===== config.mk =====
export PLATFORM = sky130hd
export DESIGN_NAME = serial_add_sub_flat
export DESIGN_NICKNAME = d
export VERILOG_FILES = /design/src/rtl/serial_add_sub_pkg.sv /design/src/rtl/serial_add_sub_if.sv /design/src/rtl/serial_add_sub_fa_cell.sv /design/src/rtl/serial_add_sub.sv /design/src/flat_wrapper.sv
export SDC_FILE = /design/constraint.sdc
export NUM_CORES = 1
export LEC_CHECK = 0
export BUFFER_PORTS_ARGS = -buffer_cell sky130_fd_sc_hd__buf_2
export CAP_MARGIN = 20
export CORE_MARGIN = 1
export CORE_UTILIZATION = 45
export DETAILED_ROUTE_END_ITERATION = 10
export PLACE_DENSITY_LB_ADDON = 0.25
export SKIP_LAST_GASP = 1
export SYNTH_ARGS = -nofsm -noshare
export SYNTH_HDL_FRONTEND = slang
export SYNTH_HIERARCHICAL = 1
export SYNTH_SLANG_ARGS = --single-unit

===== constraint.sdc =====
create_clock -name clk -period 1.2 [get_ports clk]
set_input_delay 0 -clock clk [delete_from_list [all_inputs] [get_ports clk]]
set_output_delay 0 -clock clk [all_outputs]
set_load 0.03 [all_outputs]

===== src/rtl/serial_add_sub_pkg.sv =====
// serial_add_pkg: shared definitions for the serial add/subtract unit.
//   - state_t   : FSM state encoding (IDLE / RUN / DONE)
//   - cnt_width : width of the digit counter, clog2(WIDTH/DIGIT) with a floor of 1
package serial_add_pkg;

    typedef enum logic [1:0] {
        IDLE = 2'd0,
        RUN  = 2'd1,
        DONE = 2'd2
    } state_t;

    // A single-digit operation (N = 1) still needs a 1-bit counter.
    function automatic int cnt_width(input int width, input int digit);
        int n;
        n = width / digit;
        return (n <= 1) ? 1 : $clog2(n);
    endfunction

endpackage


===== src/rtl/serial_add_sub_if.sv =====
// serial_add_sub_if: request/result bundle for serial_add_sub.
//   master : drives start, sub, a, b; observes busy, done, sum, cout, ovf
//   slave  : the arithmetic unit side
interface serial_add_sub_if #(
    parameter int WIDTH = 8
);
    logic             start;
    logic             sub;
    logic [WIDTH-1:0] a;
    logic [WIDTH-1:0] b;
    logic             busy;
    logic             done;
    logic [WIDTH-1:0] sum;
    logic             cout;
    logic             ovf;

    modport master (
        output start, sub, a, b,
        input  busy, done, sum, cout, ovf
    );

    modport slave (
        input  start, sub, a, b,
        output busy, done, sum, cout, ovf
    );
endinterface


===== src/rtl/serial_add_sub_fa_cell.sv =====
// fa_cell: gate-level one-bit full adder.
//   a, b, ci : addend bits and carry in
//   s, co    : sum bit and carry out
module fa_cell (
    input  logic a,
    input  logic b,
    input  logic ci,
    output logic s,
    output logic co
);
    logic w_p;
    logic w_g;
    logic w_t;

    xor g_p  (w_p, a, b);
    xor g_s  (s, w_p, ci);
    and g_g  (w_g, a, b);
    and g_t  (w_t, w_p, ci);
    or  g_co (co, w_g, w_t);
endmodule


===== src/rtl/serial_add_sub.sv =====
// serial_add_sub: multi-cycle add/subtract, DIGIT bits per clock, LSB first.
//   clk   : clock, rising edge
//   rst_n : synchronous active-low reset
//   bus   : serial_add_sub_if.slave
//             start/sub/a/b in; busy/done/sum/cout/ovf out
// Parameters: WIDTH (>= 2, multiple of DIGIT), DIGIT (1..WIDTH).
// Optional: define SERIAL_ADD_SAT_EN to saturate sum on signed overflow.
module serial_add_sub
    import serial_add_pkg::*;
#(
    parameter int WIDTH = 8,
    parameter int DIGIT = 1
) (
    input  logic               clk,
    input  logic               rst_n,
    serial_add_sub_if.slave    bus
);
    localparam int                N     = WIDTH / DIGIT;
    localparam int                CNT_W = cnt_width(WIDTH, DIGIT);
    localparam logic [CNT_W-1:0]  LAST  = CNT_W'(N - 1);

    state_t           r_state;
    logic [WIDTH-1:0] r_a;
    logic [WIDTH-1:0] r_b;
    logic [WIDTH-1:0] r_res;
    logic [WIDTH-1:0] r_sum;
    logic [CNT_W-1:0] r_cnt;
    logic             r_carry;
    logic             r_cout;
    logic             r_ovf;
    logic             r_busy;
    logic             r_done;

    logic [DIGIT-1:0] w_s;
    logic [DIGIT:0]   w_c;
    logic [WIDTH-1:0] w_res_next;
    logic [WIDTH-1:0] w_sum_next;
    logic             w_ovf;

    // Ripple chain of full adders for one digit.
    assign w_c[0] = r_carry;
    generate
        for (genvar i = 0; i < DIGIT; i++) begin : g_fa
            fa_cell u_fa (
                .a  (r_a[i]),
                .b  (r_b[i]),
                .ci (w_c[i]),
                .s  (w_s[i]),
                .co (w_c[i+1])
            );
        end

        // New digit enters at the top; after N digits the LSB digit sits at bit 0.
        if (DIGIT == WIDTH) begin : g_res_one
            assign w_res_next = w_s;
        end else begin : g_res_shift
            assign w_res_next = {w_s, r_res[WIDTH-1:DIGIT]};
        end
    endgenerate

    // Only meaningful on the last digit, where bit DIGIT-1 is the result MSB.
    assign w_ovf = w_c[DIGIT-1] ^ w_c[DIGIT];

`ifdef SERIAL_ADD_SAT_EN
    localparam logic [WIDTH-1:0] SAT_POS = {1'b0, {(WIDTH-1){1'b1}}};
    localparam logic [WIDTH-1:0] SAT_NEG = {1'b1, {(WIDTH-1){1'b0}}};
    // On overflow the carry out tells the direction: set means both operands negative.
    assign w_sum_next = w_ovf ? (w_c[DIGIT] ? SAT_NEG : SAT_POS) : w_res_next;
`else
    assign w_sum_next = w_res_next;
`endif

    always_ff @(posedge clk) begin
        if (!rst_n) begin
            r_state <= IDLE;
            r_a     <= '0;
            r_b     <= '0;
            r_res   <= '0;
            r_sum   <= '0;
            r_cnt   <= '0;
            r_carry <= 1'b0;
            r_cout  <= 1'b0;
            r_ovf   <= 1'b0;
            r_busy  <= 1'b0;
            r_done  <= 1'b0;
        end else begin
            case (r_state)
                IDLE, DONE: begin
                    r_done <= 1'b0;
                    if (bus.start) begin
                        // Subtract as a + ~b + 1: the +1 enters as the initial carry.
                        r_a     <= bus.a;
                        r_b     <= bus.sub ? ~bus.b : bus.b;
                        r_carry <= bus.sub;
                        r_cnt   <= '0;
                        r_res   <= '0;
                        r_busy  <= 1'b1;
                        r_state <= RUN;
                    end else begin
                        r_state <= IDLE;
                    end
                end
                RUN: begin
                    r_a     <= r_a >> DIGIT;
                    r_b     <= r_b >> DIGIT;
                    r_res   <= w_res_next;
                    r_carry <= w_c[DIGIT];
                    r_cnt   <= r_cnt + 1'b1;
                    if (r_cnt == LAST) begin
                        r_sum   <= w_sum_next;
                        r_cout  <= w_c[DIGIT];
                        r_ovf   <= w_ovf;
                        r_busy  <= 1'b0;
                        r_done  <= 1'b1;
                        r_state <= DONE;
                    end
                end
                default: begin
                    r_busy  <= 1'b0;
                    r_done  <= 1'b0;
                    r_state <= IDLE;
                end
            endcase
        end
    end

    assign bus.busy = r_busy;
    assign bus.done = r_done;
    assign bus.sum  = r_sum;
    assign bus.cout = r_cout;
    assign bus.ovf  = r_ovf;
endmodule


===== src/flat_wrapper.sv =====
// flat-port wrapper written by rule: the top's interface ports become plain ports
module serial_add_sub_flat import serial_add_pkg::*;
#(
    parameter int WIDTH = 8,
    parameter int DIGIT = 1
)
  (clk, rst_n, bus_start, bus_sub, bus_a, bus_b, bus_busy, bus_done, bus_sum, bus_cout, bus_ovf);
  serial_add_sub_if #(.WIDTH(WIDTH)) bus_i ();
  input  logic clk;
  input  logic rst_n;
  input wire logic [$bits(bus_i.start)-1:0] bus_start;
  input wire logic [$bits(bus_i.sub)-1:0] bus_sub;
  input wire logic [$bits(bus_i.a)-1:0] bus_a;
  input wire logic [$bits(bus_i.b)-1:0] bus_b;
  output wire logic [$bits(bus_i.busy)-1:0] bus_busy;
  output wire logic [$bits(bus_i.done)-1:0] bus_done;
  output wire logic [$bits(bus_i.sum)-1:0] bus_sum;
  output wire logic [$bits(bus_i.cout)-1:0] bus_cout;
  output wire logic [$bits(bus_i.ovf)-1:0] bus_ovf;
  assign bus_i.start = bus_start;
  assign bus_i.sub = bus_sub;
  assign bus_i.a = bus_a;
  assign bus_i.b = bus_b;
  assign bus_busy = bus_i.busy;
  assign bus_done = bus_i.done;
  assign bus_sum = bus_i.sum;
  assign bus_cout = bus_i.cout;
  assign bus_ovf = bus_i.ovf;
  serial_add_sub #(.WIDTH(WIDTH), .DIGIT(DIGIT)) u_core (.clk(clk), .rst_n(rst_n), .bus(bus_i));
endmodule

==> flow_summary.yaml <==
run_status:
  outcome: "complete, no violations"
logic_synthesis:
  yosysWarnings: 6
  yosysTopAreaCellShare_pct: 47.1
  synthTopCellsByArea: "dfxtp_1 47%, a21boi_1 8.6%, nand3_1 7.2%"
  synth_most_common_cell: "dfxtp_1"
  postSynthRegisterBits: 41
  synth_edf_count: 0
  synthArstFlopShare_pct: 0
  seq_area_frac_synth_pct: 47.1
  syn_inst: 175
  synth_ff_type: "dfxtp_1"
  yosys.area.top_type: "dfxtp_1"
  syn-num-nets: 198
  synth_cell_types: 28
  syn_avg_cell_area_um2: 9.96
  syn_area_mm2: 0.00174
  ys_top_cells_by_count: "41 x dfxtp_1, 25 x nand3_1, 20 x a21boi_1"
critical_path:
  cp_max_fo: 3
  worst-endpoint-arrival_ns: 1.36
  start_kind: "register"
  r2r_slack_ns: 0.03
  worst_r2r_startpoint: "u_core/r_a[0]$_SDFFE_PN0P_"
  critPathKind: "register to register"
  crit_path_end_kind: "register"
  r2r_cells: 4
  required_ns: 1.39
  reg2reg_to: "u_core/bus.ovf$_SDFFE_PN0P_"
worst_hold_path:
  hp-class: "input port to register"
  hold_path_depth: 3
  hold_path_end: "u_core/r_a[6]$_SDFFE_PN0P_"
  min-delay-start: "bus_a[6]"
power:
  p_total_mw: 2.95
  leakage_nw: 0.956
  vdd_drop_max_mv: 0.831
  power_density_mw_per_mm2: 1310
placed_design:
  gp_congestion: 0.803
  place_ws_ns: -0.0825
  dpl.cell_count: 252
  placed_area_mm2: 0.00197
  dp_hpwl_um: 2490
  io_buffers: 31
timing:
  setup_viol: 0
  whs_ns: 0.0163
  period_needed_ns: 1.17
  drv_slew: 0
  min_period_over_period_pct: 97.5
  fmax_mhz: 855
  hold_violations: 0
  tns_ns: 0
  rsz0062_at_grt: "true"
  maxSlewHeadroom_pct: 83.2
  finClkSkew_ns: 0.00478
  worst_pin_slew_ns: 0.252
  setup_slack_ns: 0.0298
global_route:
  gr-total-overflow: 0
  grt_pass1_wl_um: 6320
  grt.total_usage_pct: 20.0
  grt_pass1_vias: 1370
  grt_max_degree: 21
  antenna_found_initial: 0
final_layout:
  finalNonFillerCells: 269
  n_antenna_cell: 0
  drive_above_1_share_pct: 31.2
  area_growth_pct: 29.4
  fin_area_mm2: 0.00225
  utilization_pct: 61.1
  fin_nets: 243
  fillCellCount: 339
floorplan:
  die_w_um: 64.2
  die-area_mm2: 0.00413
  initial_utilization_pct: 47.3
  coreArea_mm2: 0.00369
  die_y_um: 64.2
  num_rows: 22
  pin_count: 32
clock_tree:
  cts_sinks: 41
  cts-buffers-inserted: 5
  cts_tree: "built"
  insertion_delay_ns: 0.29
  cts_root_buffer: "clkbuf_8"
  clock_tree.buffer_depth: 2
  clk_pin_slew_ns: 0.08
  h-tree-depth: 2
flow_run:
  max_cap_violations: 0
detailed_routing:
  vias: 1420
  drtIter0Drc: 61
  drt-pass1-iter-count: 4
  vias_per_cell: 5.28
  drc: 0
  finalWirelength_um: 3690
  wl_per_cell_um: 13.7
  antenna_left: 0
logic make-up after synthesis:
| family | Yosys count | share of synthesized area (%) |
|---|---|---|
| simple gates | 50 | 15.7 |
| mux | 1 | 0.574 |
| compound gates | 55 | 23.8 |
| flops | 41 | 47.1 |
| xor+xnor | 9 | 4.52 |
| fa+ha+maj | 3 | 2.58 |
| buf+inv | 16 | 5.81 |
repair_timing:
action	in CTS	in global routing
resized for setup	7	10
endpoints found under the setup margin	22	29
hold buffers	7	0
hold endpoints to repair	7	0
gates cloned	1	1
pin swaps	2	2
setup buffers	0	0
registers in the layout (all words and copies together) (netlist names):
register,count
u_core/bus.busy,1
u_core/bus.cout,1
u_core/bus.done,1
u_core/bus.ovf,1
u_core/bus.sum,8
u_core/r_a,8
u_core/r_b,8
u_core/r_carry,1
u_core/r_cnt,3
u_core/r_res,7
u_core/r_state,2
layout by cell type (no fill, tap or decap), types with 2 or more instances in the layout:
cell,count
o21a_1,2
nand3_1,25
nor2_1,2
dlygate4sd3_1,7
dfxtp_1,36
buf_2,31
ha_4,2
xor2_1,9
clkbuf_8,6
a22oi_1,15
a22o_1,9
buf_4,12
nand2_1,10
and3_1,2
nor2b_1,3
dfxtp_2,5
a21boi_1,20
a21boi_0,5
area by class of cell:
type / instances / area (um2) / area share, %
multi-input cells: 119 / 885 / 39.2
flip-flops and latches: 41 / 827 / 36.7
repair buffers: 53 / 367 / 16.3
clock buffers: 7 / 86.3 / 3.83
well taps: 48 / 60.1 / 2.66
clock inverters: 1 / 30.0 / 1.33
worst max-delay path by stage:
| stage | cells past startpoint | start | to | slack, ns |
|---|---|---|---|---|
| after floorplan | 5 | u_core/r_cnt[0]$_SDFFE_PN0P_ | u_core/bus.cout$_SDFFE_PN0P_ | -0.001 |
| after global placement | 5 | u_core/r_cnt[0]$_SDFFE_PN0P_ | u_core/bus.cout$_SDFFE_PN0P_ | -0.05 |
| after detailed placement | 5 | u_core/r_cnt[0]$_SDFFE_PN0P_ | u_core/bus.cout$_SDFFE_PN0P_ | -0.08 |
| after CTS | 4 | u_core/r_state[1]$_SDFFE_PN0P_ | u_core/r_a[6]$_SDFFE_PN0P_ | 0.007 |
| after global routing | 4 | u_core/r_a[0]$_SDFFE_PN0P_ | u_core/bus.ovf$_SDFFE_PN0P_ | -0.04 |
| final | 4 | u_core/r_a[0]$_SDFFE_PN0P_ | u_core/bus.ovf$_SDFFE_PN0P_ | 0.03 |
critical path: stages, from the launching register on:
cell,delay (ns)
dfxtp_2,0.34
fa_2,0.41
xor2_1,0.16
nor2_1,0.12
nor3b_2,0.05
report_power, final:
group	internal, mW	switching [mW]
combinational	0.174	0.177
clock	0.678	0.468
sequential	1.42	0.0364
total	2.27	0.682
per-layer routing:
layer  up-vias  track usage, %  wire length (um)
met5         -               0                 0
met4         0            6.67                43
met3         5            6.07               162
met2        28            34.8              1870
met1       670            23.2              1620
li1        717               -                 -
Note: power is estimated with default switching activity, not from simulation.
